[config.mk]
export PLATFORM = sky130hd
export DESIGN_NAME = program_counter_stack
export DESIGN_NICKNAME = d
export VERILOG_FILES = /design/src/rtl/cpu_pkg.sv /design/src/rtl/pc_return_stack.sv /design/src/rtl/program_counter_stack.sv
export SDC_FILE = /design/constraint.sdc
export NUM_CORES = 1
export LEC_CHECK = 0
export CAP_MARGIN = 20
export CORE_MARGIN = 4
export CORE_UTILIZATION = 30
export CTS_CLUSTER_DIAMETER = 200
export DETAILED_ROUTE_END_ITERATION = 8
export GPL_TIMING_DRIVEN = 0
export SLEW_MARGIN = 20
export SYNTH_ARGS = -nofsm -noshare
export SYNTH_HDL_FRONTEND = slang
export SYNTH_SLANG_ARGS = --single-unit
[constraint.sdc]
create_clock -name clk -period 2.33 [get_ports clk]
set_clock_uncertainty 0.1 [all_clocks]
set_input_delay 0.466 -clock clk [delete_from_list [all_inputs] [get_ports clk]]
set_output_delay 0.466 -clock clk [all_outputs]
set_load 0.1 [all_outputs]
[src/rtl/cpu_pkg.sv]
// Shared CPU types and constants for the program counter and its return stack.
// Latency: n/a (types, constants and a width helper only).
// Backpressure: n/a.
package cpu_pkg;

    localparam int PC_WIDTH = 4;
    typedef logic [PC_WIDTH-1:0] pc_t;

    localparam int unsigned PC_RESET = 0;

    // One command per cycle, chosen after priority encoding of the control word.
    typedef enum logic [2:0] {
        PC_HOLD,
        PC_INC,
        PC_JUMP,
        PC_CALL,
        PC_RET
    } pc_cmd_e;

    // The stack pointer must count 0..depth inclusive, so it needs one extra state.
    function automatic int sp_width(input int depth);
        return $clog2(depth + 1);
    endfunction

endpackage

[src/rtl/pc_return_stack.sv]
// Hardware call/return stack: DEPTH x WIDTH register array with a push/pop pointer.
// Latency: push/pop take effect on the next rising edge; rdata (top of stack) is registered-state combinational.
// Backpressure: none; a push when full or a pop when empty is dropped and reported on fault.
// Ports: clk, clr (async active-high); push/pop/wdata in; rdata, full, empty, fault out.
module pc_return_stack
    import cpu_pkg::*;
#(
    parameter int WIDTH = 4,
    parameter int DEPTH = 4
) (
    input  logic             clk,
    input  logic             clr,
    input  logic             push,
    input  logic             pop,
    input  logic [WIDTH-1:0] wdata,
    output logic [WIDTH-1:0] rdata,
    output logic             full,
    output logic             empty,
    output logic             fault
);

    localparam int SPW  = sp_width(DEPTH);
    localparam int IDXW = (DEPTH > 1) ? $clog2(DEPTH) : 1;

    logic [SPW-1:0]   sp_q, sp_d;
    logic [WIDTH-1:0] mem_q [DEPTH];
    logic [WIDTH-1:0] mem_d [DEPTH];
    logic [IDXW-1:0]  wr_idx;
    logic [IDXW-1:0]  rd_idx;
    logic             push_ok;
    logic             pop_ok;

    assign full  = (sp_q == SPW'(DEPTH));
    assign empty = (sp_q == '0);

    // Gating: a push into a full stack or a pop from an empty one never touches state.
    assign push_ok = push & ~full;
    assign pop_ok  = pop & ~empty;
    assign fault   = (push & full) | (pop & empty);

    // Indices are only meaningful when the matching operation is legal, so truncation is safe.
    assign wr_idx = IDXW'(sp_q);
    assign rd_idx = IDXW'(sp_q - SPW'(1));
    assign rdata  = empty ? '0 : mem_q[rd_idx];

    always_comb begin
        sp_d  = sp_q;
        mem_d = mem_q;
        if (pop_ok) begin
            sp_d = sp_q - SPW'(1);
        end else if (push_ok) begin
            mem_d[wr_idx] = wdata;
            sp_d          = sp_q + SPW'(1);
        end
    end

    // The array shares the async clear so an edge seen while clr is high cannot land a push.
    always_ff @(posedge clk or posedge clr) begin
        if (clr) begin
            sp_q  <= '0;
            mem_q <= '{default: '0};
        end else begin
            sp_q  <= sp_d;
            mem_q <= mem_d;
        end
    end

endmodule

[src/rtl/program_counter_stack.sv]
// Program counter with increment, jump and a DEPTH-entry hardware call/return stack.
// Latency: one command per cycle, result visible on out the cycle after the rising edge.
// Backpressure: none; overflow/underflow drop the command and set the sticky stack_err.
// Ports: clk, clr (async active-high); ce, j, call, ret, bus in; out, stack_empty,
// stack_full, stack_err out. Optional PC_COND_JUMP_EN adds jz, jc, zf, cf inputs.
module program_counter_stack
    import cpu_pkg::*;
#(
    parameter int WIDTH = 4,
    parameter int DEPTH = 4
) (
    input  logic             clk,
    input  logic             clr,
    input  logic             ce,
    input  logic             j,
    input  logic             call,
    input  logic             ret,
    input  logic [WIDTH-1:0] bus,
`ifdef PC_COND_JUMP_EN
    input  logic             jz,
    input  logic             jc,
    input  logic             zf,
    input  logic             cf,
`endif
    output logic [WIDTH-1:0] out,
    output logic             stack_empty,
    output logic             stack_full,
    output logic             stack_err
);

    pc_cmd_e          cmd;
    logic [WIDTH-1:0] out_q, out_d;
    logic             err_q, err_d;
    logic [WIDTH-1:0] pc_inc;
    logic [WIDTH-1:0] stk_rdata;
    logic             stk_full;
    logic             stk_empty;
    logic             stk_fault;

    // Priority: ret > call > j [> jz > jc] > ce. A failed conditional jump holds
    // the PC rather than falling through to ce.
    always_comb begin
        cmd = PC_HOLD;
        if (ret) begin
            cmd = PC_RET;
        end else if (call) begin
            cmd = PC_CALL;
        end else if (j) begin
            cmd = PC_JUMP;
`ifdef PC_COND_JUMP_EN
        end else if (jz) begin
            cmd = zf ? PC_JUMP : PC_HOLD;
        end else if (jc) begin
            cmd = cf ? PC_JUMP : PC_HOLD;
`endif
        end else if (ce) begin
            cmd = PC_INC;
        end
    end

    // Wraps silently at all-ones; also the return address pushed by a call.
    assign pc_inc = out_q + WIDTH'(1);

    pc_return_stack #(
        .WIDTH(WIDTH),
        .DEPTH(DEPTH)
    ) u_stack (
        .clk  (clk),
        .clr  (clr),
        .push (cmd == PC_CALL),
        .pop  (cmd == PC_RET),
        .wdata(pc_inc),
        .rdata(stk_rdata),
        .full (stk_full),
        .empty(stk_empty),
        .fault(stk_fault)
    );

    always_comb begin
        out_d = out_q;
        err_d = err_q | stk_fault;
        case (cmd)
            PC_INC:  out_d = pc_inc;
            PC_JUMP: out_d = bus;
            PC_CALL: if (!stk_full)  out_d = bus;
            PC_RET:  if (!stk_empty) out_d = stk_rdata;
            default: ;
        endcase
    end

    always_ff @(posedge clk or posedge clr) begin
        if (clr) begin
            out_q <= WIDTH'(PC_RESET);
            err_q <= 1'b0;
        end else begin
            out_q <= out_d;
            err_q <= err_d;
        end
    end

    assign out         = out_q;
    assign stack_empty = stk_empty;
    assign stack_full  = stk_full;
    assign stack_err   = err_q;

endmodule

Word level (Yosys, flattened, before mapping)
Cells that the tools add are included.
Word-level totals
  register bits after elaboration: 24
  input port bits: 10
  output and inout port bits: 7
Cells by class
  add/subtract/negate cells: 3
  $lt $le $gt $ge: 3
  eq/ne operators: 7
  muxes and demuxes: 15
  bitwise logic cells: 11
  reduce and logical (&&, ||, !) cells: 6
Operator list (count)
  two-way mux 4 bit: 5
  bitwise mux 16 bit: 1
  one-hot mux 4 bit (4 select lines): 1
  two-way mux 3 bit: 3
  binary-select mux 4 bit (select 2 bit): 1
  demux 4 bit (select 2 bit): 1
  == test 3 x 2 -> 1 bit (second input constant): 2
  == test 3 bit (second input constant): 2
  >= comparator 3 bit (second input constant): 2
  NOT 2 -> 3 bit: 2
  adder 4 x 1 -> 4 bit (second input constant): 1
  bitwise AND 1 bit: 4
  two-way mux 2 bit: 2
  inequality test 2 bit (second input constant): 2
  nonzero test 4 bit: 1
  adder 3 x 1 -> 3 bit (second input constant): 1
  == test 3 x 1 -> 1 bit (second input constant): 1
  zero test 3 bit: 1
  less-than comparator 3 x 1 -> 1 bit (second input constant): 1
  NOT 1 bit: 3
  AND reduction 3 bit: 1
  subtractor 3 x 1 -> 3 bit (second input constant): 1
  bitwise OR 1 bit: 2
  AND reduction 2 bit: 1
  3 further kinds: 3

Longest topological paths before layout
  word-level depth: 8
  mapped depth: 7
  depth with buffers taken out: 6

Cells and area by module
From an unflattened synthesis, not the netlist that was laid out.
Second synthesis, totals
  cells, all modules: 115
  area, all modules: 1498.9 µm²
By module, submodules not included
  pc_return_stack: times used 1, cells an instance 71, area an instance 1091.0 µm², seq. area each 475.5 µm²
  program_counter_stack: times used 1, cells an instance 44, area an instance 407.9 µm², seq. area each 125.1 µm²

Least setup slack after synthesis
No wires, ideal clock.
  path kind: register to register
  start: register u_stack.sp_q[0]
  end: register u_stack.mem_q[12] (netlist name)
  setup time: 0.169 ns
  data arrival time: 2.907 ns
  slack: -0.846 ns
  stages on the path, launching flop included: 8
  period minus slack after synthesis: 3.176 ns
  cell sequence: dfrtp_1 -> inv_1 -> ha_1 -> buf_2 -> nor2b_1 -> nand2_1 -> nand2_1 -> o21ai_0
On the way
  elaborated cells on any way between the ends: 15
  those cells by class: order compare (2); eq/ne (1); mux (3); bitwise (6); reduce/logical (3)
RTL lines
  from (decl): RTL line pc_return_stack.sv:25  | logic [SPW-1:0] sp_q, sp_d;
  from (signal assigned): RTL line pc_return_stack.sv:63  | sp_q <= sp_d;
  zero test 3 bit: RTL line pc_return_stack.sv:34  | assign empty = (sp_q == '0);
  via stack_empty: RTL line program_counter_stack.sv:26  | output logic stack_empty,
  NOT 1 bit: RTL line pc_return_stack.sv:38  | assign pop_ok = pop & ~empty;
  bitwise AND 1 bit: RTL line pc_return_stack.sv:38
  NOT 1 bit (no source line)
  AND reduction 2 bit (no source line)
  to (signal assigned): RTL line pc_return_stack.sv:64  | mem_q <= mem_d;
  to (decl): RTL line pc_return_stack.sv:26  | logic [WIDTH-1:0] mem_q [DEPTH];
The timed path passes the listed nets, and every way through them passes these cells.
A chain may end at the register's enable or synchronous reset.

Final worst setup path
  start: register out_q[0] (netlist: out[0])
  end: output port out[0]
RTL lines
  from (decl): RTL line program_counter_stack.sv:32  | logic [WIDTH-1:0] out_q, out_d;
  from (signal assigned): RTL line program_counter_stack.sv:93  | out_q <= WIDTH'(PC_RESET);
  from (signal assigned): RTL line program_counter_stack.sv:96  | out_q <= out_d;
  to (decl): RTL line program_counter_stack.sv:25  | output logic [WIDTH-1:0] out,
No word-level cell between the ends.

==> metrics.yaml <==
nFillCells: 424
design_area_um2: 1630
ys_ff_latch: 24
crit_required_ns: 1.76
drcViolationCount: 0
yosys_warnings: 0
synth_flop_cell: "dfrtp_1"
setup_ws_ns: 0.0944
max-cap-violations: 0
antenna_left: 0
final_cell_mix: "dfrtp_1, nand2_1, o21ai_0, clkdlybuf4s50_1, o21ai_1"
post_cts_buffers: 0
r2r_start: "u_stack.sp_q[0]"
layout-drive-gt1-share_pct: 19.0
worst-r2r-setup-slack_ns: 0.20
cts_hold_buf: 0
finalCoreUtilization_pct: 37.3
p_per_area_nw_per_um2: 1480
placed_area_um2: 1580
final_common_cell: "dfrtp_1"
synth_cell_types: 37
criticalPathCategory: "reg2out"
initial_utilization_pct: 31.1
synth-seq-area-share_pct: 44.3
ios: 17
coreArea_um2: 4350
die_x_um: 75.2
yosys-top-cells-area: "dfrtp_1, mux4_2, nand2_1, ha_1, o21ai_0"
critPathMaxStageDelay_ns: 0.90
die_h_um: 75.2
numCtsBuffers: 3
netlist.area_leader.share_pct: 44.3
clkLatencyLatePin_ns: 0.26
synth_edf_count: 0
crit_cells: 1
worst_pin_slew_ns: 0.969
syn_inst: 129
wl_um: 2950
reg2reg_to: "out[1]"
leakage_nw: 0.713
holdWs_ns: 0.381
grt_pass1_vias: 1054
setup_viol: 0
gp_congestion: 0.805
cp-end-kind: "primary output"
grt_pass1_wl_um: 4910
clockRootBuffer: "clkbuf_8"
vias_per_cell: 5.08
status: "complete, no violations"
dp_cells: 196
rsz0062_at_grt: "no"
diodes: 0
vias: 1011
grt_max_degree: 25
postSynth.asyncResetShare_pct: 100
critPathLaunch: "out[0]"
relSlewSlack_pct: 35.3
synth.avg_cell_area_um2: 10.5
io_buffers: 15
grt_overflow: 0
hold_class: "reg2reg"
crit_chain: "dlygate4sd2_1"
final_cell_count_no_fill: 199
clk_pin_slew_ns: 0.08
final_net_count: 165
drt_iter0_drc: 60
min_period_ns: 2.24
synth.net_count: 145
cts_tree: "yes"
worstRegToRegCells: 7
hold_viol: 0
yosys.area.top_type: "dfrtp_1"
post_drt_wl_per_cell_um: 14.8
fp-row-count: 24
max-clock-path-buffers: 2
peakVddDrop_mv: 0.476
areaGrowthSynthToFinish_pct: 19.8
worstPathMaxFanout: 8
cts_htree_levels: 1
grt_antenna_before_repair: 0
cts.sinks: 24
place_ws_ns: -0.599
cp.arrival_ns: 1.67
dp_hpwl_um: 2180
synth_area_um2: 1360
cp_slowest_cell: "dlygate4sd2_1"
fp.dieArea_um2: 5660
final_max_slew_viol_count: 0
cp-start-kind: "flip-flop"
maxClockFrequency_ghz: 0.447
cp_top_family: "buffers and inverters"
path_buf_inv: 1
period_share_pct: 95.9
dr.pass1.iters: 4
grt_use_total_pct: 11.4
crit_end: "out[0]"
kinds of logic after synthesis:
family | share of synthesized area (%)
multiplexers | 12.2
XOR/XNOR | 2.58
adder cells (fa/ha/maj) | 5.53
AO/OA/AOI/OAI | 14.8
flip-flops | 44.3
AND/OR/NAND/NOR | 16.1
buffers and inverters | 4.52
Yosys cell counts, types with 3 or more instances:
| cell | count |
|---|---|
| nor2_1 | 5 |
| buf_2 | 4 |
| mux2i_1 | 3 |
| dfrtp_1 | 24 |
| a21oi_1 | 3 |
| nand3_1 | 4 |
| o21ai_0 | 11 |
| inv_1 | 6 |
| o21ai_1 | 7 |
| mux4_2 | 4 |
| nand2_1 | 21 |
| ha_1 | 6 |
report_power, final:
group          internal, W  switching [W]  leakage [nW]  total (W)
Sequential        0.000609       0.000150         0.294   0.000759
Combinational     0.000515       0.000885         0.398    0.00140
Clock             0.000115       0.000124        0.0216   0.000239
Total              0.00124        0.00116         0.713    0.00240
registers in the layout, indices dropped and copies added, names as in the netlist:
name           count
stack_err          1
u_stack.sp_q       3
u_stack.mem_q     16
out                4
layer usage:
| layer | vias up | global-route usage, % | share of wire [%] | routed length [um] |
|---|---|---|---|---|
| met5 | - | 0 | 0 | 0 |
| met2 | 21 | 19.1 | 46 | 1350 |
| met3 | 2 | 1.60 | 5.7 | 167 |
| met1 | 494 | 15.0 | 48 | 1410 |
| li1 | 494 | - | - | - |
| met4 | 0 | 3.69 | 0.95 | 28 |
per-stage QoR:
step | setup TNS, ns | total power [W]
floorplan | 0 | 0.00185
global placement | -1.16 | 0.00213
detailed placement | -1.19 | 0.00218
CTS | 0 | 0.00241
global route | 0 | 0.00259
finish | 0 | 0.00240
worst min path at each step:
stage / from / end / slack, ns / depth (start not counted)
floorplan: u_stack.mem_q[13] / u_stack.mem_q[13] / 0.34 / 2
global placement: u_stack.mem_q[11] / u_stack.mem_q[11] / 0.36 / 2
detailed placement: u_stack.mem_q[13] / u_stack.mem_q[13] / 0.37 / 2
CTS: u_stack.mem_q[13] / u_stack.mem_q[13] / 0.39 / 2
global route: stack_err / stack_err / 0.40 / 1
finish: u_stack.mem_q[13] / u_stack.mem_q[13] / 0.38 / 2
cell type report:
type                    instances  area (um^2)  area share (%)
well taps                      52         65.1            4.00
plain buffers                   6         38.8            2.39
multi-input cells              93          702            43.2
clock buffers                   3         41.3            2.54
inverters                       6         22.5            1.39
repair buffers                 15          154            9.47
flip-flops and latches         24          602            37.0
timing repair:
item                       in CTS  in global routing
hold endpoints to repair        0                  0
setup endpoints to repair       6                  3
resized for setup              19                  4
No activity file was read; power rests on OpenSTA's default activity.
